File: config.mk
export PLATFORM = sky130hd
export DESIGN_NAME = mux_scan_serializer
export DESIGN_NICKNAME = d
export VERILOG_FILES = /design/src/rtl/mux_scan_pkg.sv /design/src/rtl/scan_sel_counter.sv /design/src/rtl/mux_scan_serializer.sv
export SDC_FILE = /design/constraint.sdc
export NUM_CORES = 1
export LEC_CHECK = 0
export BUFFER_PORTS_ARGS = -buffer_cell sky130_fd_sc_hd__buf_2
export CAP_MARGIN = 10
export CORE_MARGIN = 1.5
export CORE_UTILIZATION = 54
export DETAILED_ROUTE_END_ITERATION = 10
export HOLD_SLACK_MARGIN = 0.12
export PLACE_DENSITY = 0.87
export SLEW_MARGIN = 30
export SYNTH_ARGS = -nofsm -noshare
export SYNTH_HDL_FRONTEND = slang
export SYNTH_SLANG_ARGS = --single-unit
File: constraint.sdc
create_clock -name clk -period 3.7 [get_ports clk]
set_clock_uncertainty 0.1 [all_clocks]
set_input_delay 0.555 -clock clk [delete_from_list [all_inputs] [get_ports clk]]
set_output_delay 0.555 -clock clk [all_outputs]
set_load 0.02 [all_outputs]
File: src/rtl/mux_scan_pkg.sv
// Shared constants, state encoding and parity helper for the mux scan serializer.
// Optional parity stage is enabled by defining MUX_SCAN_SERIALIZER_PARITY_EN.
package mux_scan_pkg;

    localparam int unsigned WIDTH_C = 16;
    localparam int unsigned SEL_W_C = 4;

    localparam logic [SEL_W_C-1:0] SEL_MAX_C = SEL_W_C'(WIDTH_C - 1);

    typedef enum logic [1:0] {
        IDLE  = 2'd0,
        SHIFT = 2'd1,
        PAR   = 2'd2
    } scan_state_t;

    // Even parity bit of a data word (XOR of all bits).
    function automatic logic even_parity(input logic [WIDTH_C-1:0] word);
        return ^word;
    endfunction

endpackage

File: src/rtl/scan_sel_counter.sv
// Bit-period divider plus select counter for the mux scan serializer.
// clear forces count/sel to zero; enable advances the divider, stepping sel on wrap.
module scan_sel_counter
    import mux_scan_pkg::*;
#(
    parameter int unsigned DIV = 1
) (
    input  logic               clk,
    input  logic               rst_n,
    input  logic               clear,
    input  logic               enable,
    output logic [SEL_W_C-1:0] sel,
    output logic               bit_stb,
    output logic               wrap_c,
    output logic               last_c
);

    localparam int unsigned    CNT_W   = (DIV > 1) ? $clog2(DIV) : 1;
    localparam logic [CNT_W-1:0] CNT_MAX = CNT_W'(DIV - 1);

    logic [CNT_W-1:0] count_q;

    assign wrap_c = (count_q == CNT_MAX);
    assign last_c = wrap_c && (sel == SEL_MAX_C);

    // Divider, select and strobe registers; strobe marks the first cycle of each bit period.
    always_ff @(posedge clk or negedge rst_n) begin
        if (!rst_n) begin
            count_q <= '0;
            sel     <= '0;
            bit_stb <= 1'b0;
        end else if (clear) begin
            count_q <= '0;
            sel     <= '0;
            bit_stb <= 1'b0;
        end else if (enable) begin
            if (wrap_c) begin
                count_q <= '0;
                bit_stb <= 1'b1;
                if (sel != SEL_MAX_C) begin
                    sel <= sel + SEL_W_C'(1);
                end
            end else begin
                count_q <= count_q + CNT_W'(1);
                bit_stb <= 1'b0;
            end
        end else begin
            // Frame start: counters already zero, first bit period begins next cycle.
            bit_stb <= 1'b1;
        end
    end

endmodule

File: src/rtl/mux_scan_serializer.sv
// Walks a 16:1 mux select across a captured word, LSB first, one step per bit period,
// and emits the selected bit as a registered serial stream.
// Define MUX_SCAN_SERIALIZER_PARITY_EN to append an even-parity bit period.
module mux_scan_serializer
    import mux_scan_pkg::*;
#(
    parameter int unsigned DIV = 1
) (
    input  logic               clk,
    input  logic               rst_n,
    input  logic               load_valid,
    output logic               load_ready,
    input  logic [WIDTH_C-1:0] load_data,
    output logic [SEL_W_C-1:0] sel,
    output logic               ser_out,
    output logic               ser_valid,
    output logic               bit_stb,
    output logic               busy,
    output logic               done
);

    scan_state_t        state_q;
    scan_state_t        state_d;
    logic [WIDTH_C-1:0] word_q;
    logic               transfer_c;
    logic               ser_out_d;
    logic               ser_valid_d;
    logic               busy_d;
    logic               done_d;
    logic               load_ready_d;
    logic               cnt_clear_c;
    logic               cnt_enable_c;
    logic               wrap_c;
    logic               last_c;
    logic [SEL_W_C-1:0] sel_nx_c;

    assign cnt_clear_c  = (state_d == IDLE);
    assign cnt_enable_c = (state_q != IDLE);
    assign sel_nx_c     = sel + SEL_W_C'(1);

    scan_sel_counter #(
        .DIV (DIV)
    ) u_counter (
        .clk     (clk),
        .rst_n   (rst_n),
        .clear   (cnt_clear_c),
        .enable  (cnt_enable_c),
        .sel     (sel),
        .bit_stb (bit_stb),
        .wrap_c  (wrap_c),
        .last_c  (last_c)
    );

    // State register.
    always_ff @(posedge clk or negedge rst_n) begin
        if (!rst_n) begin
            state_q <= IDLE;
        end else begin
            state_q <= state_d;
        end
    end

    // Next state and next values of the registered outputs.
    always_comb begin
        state_d      = state_q;
        transfer_c   = 1'b0;
        ser_out_d    = ser_out;

        case (state_q)
            IDLE: begin
                if (load_valid) begin
                    transfer_c = 1'b1;
                    state_d    = SHIFT;
                end
            end
            SHIFT: begin
                if (last_c) begin
`ifdef MUX_SCAN_SERIALIZER_PARITY_EN
                    state_d = PAR;
`else
                    state_d = IDLE;
`endif
                end
            end
`ifdef MUX_SCAN_SERIALIZER_PARITY_EN
            PAR: begin
                if (last_c) begin
                    state_d = IDLE;
                end
            end
`endif
            default: state_d = IDLE;
        endcase

        // Serial bit tracks the select the counter will present next cycle.
        if (state_d == IDLE) begin
            ser_out_d = 1'b0;
        end else if (transfer_c) begin
            ser_out_d = load_data[0];
`ifdef MUX_SCAN_SERIALIZER_PARITY_EN
        end else if (state_d == PAR) begin
            ser_out_d = even_parity(word_q);
`endif
        end else if (wrap_c) begin
            ser_out_d = word_q[sel_nx_c];
        end

        ser_valid_d  = (state_d != IDLE);
        busy_d       = (state_d != IDLE);
        done_d       = (state_q != IDLE) && (state_d == IDLE);
        load_ready_d = (state_d == IDLE);
    end

    // Word capture and output registers.
    always_ff @(posedge clk or negedge rst_n) begin
        if (!rst_n) begin
            word_q     <= '0;
            ser_out    <= 1'b0;
            ser_valid  <= 1'b0;
            busy       <= 1'b0;
            done       <= 1'b0;
            load_ready <= 1'b1;
        end else begin
            if (transfer_c) begin
                word_q <= load_data;
            end
            ser_out    <= ser_out_d;
            ser_valid  <= ser_valid_d;
            busy       <= busy_d;
            done       <= done_d;
            load_ready <= load_ready_d;
        end
    end

endmodule

Word-level counts from Yosys, hierarchy flattened --
Cells that the tools add are included.
Word-level totals: flip-flop bits (word level) 28, input port bits 19, output and inout bits 10, word-level logic and storage cells 47
Cells by class: add/subtract/negate cells 2, magnitude comparators 1, eq/ne operators 5, muxes and demuxes 20, bitwise operators 1, reduce and logical (&&, ||, !) cells 9
Operators by type and width (count):
- 2-to-1 mux 4 bit | 4
- 2-to-1 mux 1 bit | 12
- nonzero test 2 bit | 4
- < comparator 4 x 5 -> 1 bit (second input constant) | 1
- adder 4 x 1 -> 4 bit (second input constant) | 1
- binary-select mux 1 bit (select 4 bit) | 1
- == test 4 bit (second input constant) | 1
- logical NOT 2 bit | 2
- 2-to-1 mux 2 bit | 2
- != test 4 bit (second input constant) | 1
- case mux 2 bit (2 select lines) | 1
- != test 3 bit (second input constant) | 1
- AND reduction 3 bit | 1
- == test 2 x 1 -> 1 bit (second input constant) | 1
- logical AND 1 bit | 2
- != test 2 bit (second input constant) | 1
- adder 1 bit (second input constant) | 1
- inverter 1 bit | 1

Logic depth before layout (Yosys ltp) --
word-level depth 7, depth in mapped cells 5, gate-level depth less buffers 4

By module --
A second synthesis with hierarchy kept.
Second synthesis, totals: cells, all modules 88, area total of the unflattened synthesis 1247.4 sq um
Modules (own cells, without submodules):
- mux_scan_serializer | times used 1, cells an instance 65, area each 984.7 sq um, seq. area each 551.8 sq um
- scan_sel_counter | times used 1, cells an instance 23, area each 262.8 sq um, seq. area each 125.1 sq um

Worst setup path before layout --
OpenSTA, ideal clock, no wires.
path kind reg-to-reg, start point reg u_counter.sel[0], end point reg ser_out, library setup time 0.121 ns, arrival time 1.800 ns, required time 3.479 ns, slack 1.679 ns, stages on the path, launching flop included 5, buffers on the path 1, period minus slack after synthesis 2.021 ns, cell sequence dfrtp_1 > buf_6 > mux4_1 > mux4_2 > a22o_1
On the way: cells in the longest elaborated chain, start to end 6, elaborated cells on any way between the ends 12, classes of those cells add/sub (1); eq/ne (2); mux (7); reduce/logical (2)
Ends and longest elaborated chain:
- start, declared | line scan_sel_counter.sv:12 | output logic [SEL_W_C-1:0] sel,
- start signal, assigned | line scan_sel_counter.sv:41 | sel <= sel + SEL_W_C'(1);
- adder 4 x 1 -> 4 bit / == test 4 bit (equally long branches) | line mux_scan_serializer.sv:39, scan_sel_counter.sv:24
- binary-select mux 1 bit (select 4 bit) / logical AND 1 bit (equally long branches) | line mux_scan_serializer.sv:105, scan_sel_counter.sv:24
- 2-to-1 mux 1 bit (not written as such) / 2-to-1 mux 2 bit (equally long branches) | line mux_scan_serializer.sv:105, mux_scan_serializer.sv:77
- 2-to-1 mux 1 bit / case mux 2 bit (2 select lines) (equally long branches) | line mux_scan_serializer.sv:104, mux_scan_serializer.sv:69
- 2-to-1 mux 1 bit / logical NOT 2 bit (equally long branches) | line mux_scan_serializer.sv:98, mux_scan_serializer.sv:96
- 2-to-1 mux 1 bit (*) | line mux_scan_serializer.sv:96 | if (state_d == IDLE) begin
- named net ser_out_d | line mux_scan_serializer.sv:26 | logic ser_out_d;
- end signal, assigned | line mux_scan_serializer.sv:127 | ser_out <= ser_out_d;
- end, declared | line mux_scan_serializer.sv:15 | output logic ser_out,
The timed path passes the listed nets; every way through them passes the cells marked *. The select of a mux whose other input is x is not followed. A chain may end at the register's enable or synchronous reset.

Worst setup path in the final report --
Same ends and word-level chain as after synthesis.

==> out/results.ini <==
[run_status]
status=finished clean

[min_path]
hold_path_class=in2async

[global_route]
grt_use_met1=0.2086
grt_antenna_before_repair=0
met3_usage=0.03086
grt_max_degree=27
grt_pass1_wl_mm=3.187
busiest_layer=met2
grt_util_met2=0.3426
grt_usage=0.1792
grt_pass1_vias=691
overflow=0

[die]
initial_core_util=0.5721
rows=16
die_h_um=48.59
ios=29
die_w_um=48.59
fp.dieArea_mm2=0.002361
coreArea_mm2=0.001962

[drt]
dr.pass1.iters=4
via_per_inst=5.373
drc_errors=0
drt_wl_total_mm=1.848
routedWlPerCell_um=14.67
drt-initial-drc-count=21
vias=677
ant_nets=0

[timing]
rsz0062_at_grt=no
timing.final.crit_share=0.5621
fin_ws_ns=1.620
fmax_mhz=480.8
hold_viol=0
slew_headroom=0.4209
timing.final.max_slew_violations=0
tns_ns=0
setup_viol=0
tightest_slew_ns=0.8629
min_period_ns=2.080

[clocking]
clk_path_buf_depth=2
post_cts_buffers=0
cts_resized=0
ctsHtreeMaxLevel=1
holdBufCountCts=0
clock_latency_ns=0.31
root_buffer=clkbuf_4
cts_made_buffers=3
tritoncts=yes
clkSlewWorstSetupHoldPaths_ns=0.13
clkSinkCount=26

[power_and_ir_drop]
power.density_mw_per_mm2=475.4
cellLeakagePower_nw=0.6326
peakVddDrop_v=0.0003126

[synthesis]
synth_cell_types=20
syn_inst=72
synthTopCellsByArea=dfrtp_1 56%, mux2_2 17%, mux4_1 9.4%
synth.net_count=92
ys_ff_latch=26
synth_most_common_cell=dfrtp_1
yosysTopAreaCellShare=0.5574
syn_area_mm2=0.001122
synth_ff_type=dfrtp_1
yosysTopAreaCell=dfrtp_1
synth_common_cells=25 x dfrtp_1, 17 x mux2_2, 4 x mux4_1, 4 x nor2_1
async_flop_share=1.000
yosys_warnings=0
seq_area_frac_synth=0.5808
synth_edf_count=0
syn_area_per_cell_um2=15.59

[final_layout]
final_area_mm2=0.001299
final_cells=126
post-route-util=0.6620
antenna_cells=0
syn2layout_area_growth_pct=15.72
final_nets=120
drive_above_1_share=0.5152

[run]
maxCapViolations=0

[place]
pre_cts_slack_ns=1.633
dp_hpwl_mm=1.380
gp_congestion=0.8021
dp_cells=122
io_buffers=28
place_area_mm2=0.001262

[worst_setup_path]
crit_required_ns=3.81
regToRegStartpoint=u_counter.sel[0]
path_buf_inv=0
crit_path_end_kind=register
path_cells=ha_1, mux4_1, mux4_2, a22o_1
crit_type=reg2reg
reg2reg_to=ser_out
slowest_delay_ns=0.50
cp_max_fo=8
reg2reg_depth=4
critPathTopFamily=multiplexers
critPathArrivalTime_ns=2.19
cpMaxStageDelayCell=dfrtp_1
ff2ff_setup_slack_ns=1.62
cp-start-kind=register

-- state kept, by name (all words and copies together), names as in the netlist --
| name | flops |
|---|---|
| done | 1 |
| ser_out | 1 |
| word_q | 16 |
| busy | 1 |
| state_q | 2 |
| u_counter.sel | 4 |
| load_ready | 1 |
-- layout by cell type (no fill, tap or decap) --
cell type,synthesis,layout
clkbuf_4,0,3
a21oi_1,1,1
xor2_1,1,1
inv_1,3,3
dfstp_2,1,1
and3_1,1,1
buf_2,0,28
a311oi_1,1,1
clkbuf_8,0,1
nor2_1,4,4
mux2_2,17,17
xnor2_1,1,1
dfrtp_1,25,25
and2_1,1,1
conb_1,1,1
mux4_2,1,1
ha_1,1,1
a22o_1,3,3
mux4_1,4,4
nand3_1,1,1
-- power by group --
group | internal, mW | switching [mW] | total (mW)
sequential | 0.331 | 0.0295 | 0.361
clock | 0.0600 | 0.0782 | 0.138
combinational | 0.0716 | 0.0470 | 0.119
-- metal layers --
layer  vias up  wire length (um)
met5         -                 0
met4         0                 8
met3         2                86
met2        22              1014
met1       340               739
li1        313                 -
-- metrics by stage --
step	power [mW]	hold slack, ns
floorplan	0.4475	0.1594
global placement	0.4770	0.3449
detailed placement	0.4866	0.3451
CTS	0.6224	0.1214
global route	0.6496	0.1335
finish	0.6174	0.1073
-- layout make-up --
cell class / instances / area (um2)
Fill cell: 178 / 663.1
Sequential cell: 26 / 651.9
Multi-Input combinational cell: 38 / 425.4
Timing Repair Buffer: 28 / 140.1
Clock buffer: 4 / 36.28
Tap cell: 27 / 33.78
Inverter: 3 / 11.26
-- cells by family (layout without fill, tap and decap cells) --
group,after synthesis,in the layout,share of synthesized area
adders and majority gates,1,1,0.01115
other,1,1,0.003341
muxes,22,22,0.2843
AOI/OAI and AO/OA,5,5,0.03568
DFF,26,26,0.5808
and+or+nand+nor,7,7,0.02898
xor gates and xnor gates,2,2,0.01561
buffers and inverters,8,35,0.04013
-- worst max-delay path by stage --
stage                           startpoint       to  slack, ns  depth (start not counted)
after CTS                 u_counter.sel[0]  ser_out       1.62                          4
after global routing      u_counter.sel[0]  ser_out       1.54                          4
after floorplan           u_counter.sel[0]  ser_out       1.68                          4
final                     u_counter.sel[0]  ser_out       1.62                          4
after global placement    u_counter.sel[0]  ser_out       1.69                          4
after detailed placement  u_counter.sel[0]  ser_out       1.63                          4
No activity file was read; power rests on OpenSTA's default activity.
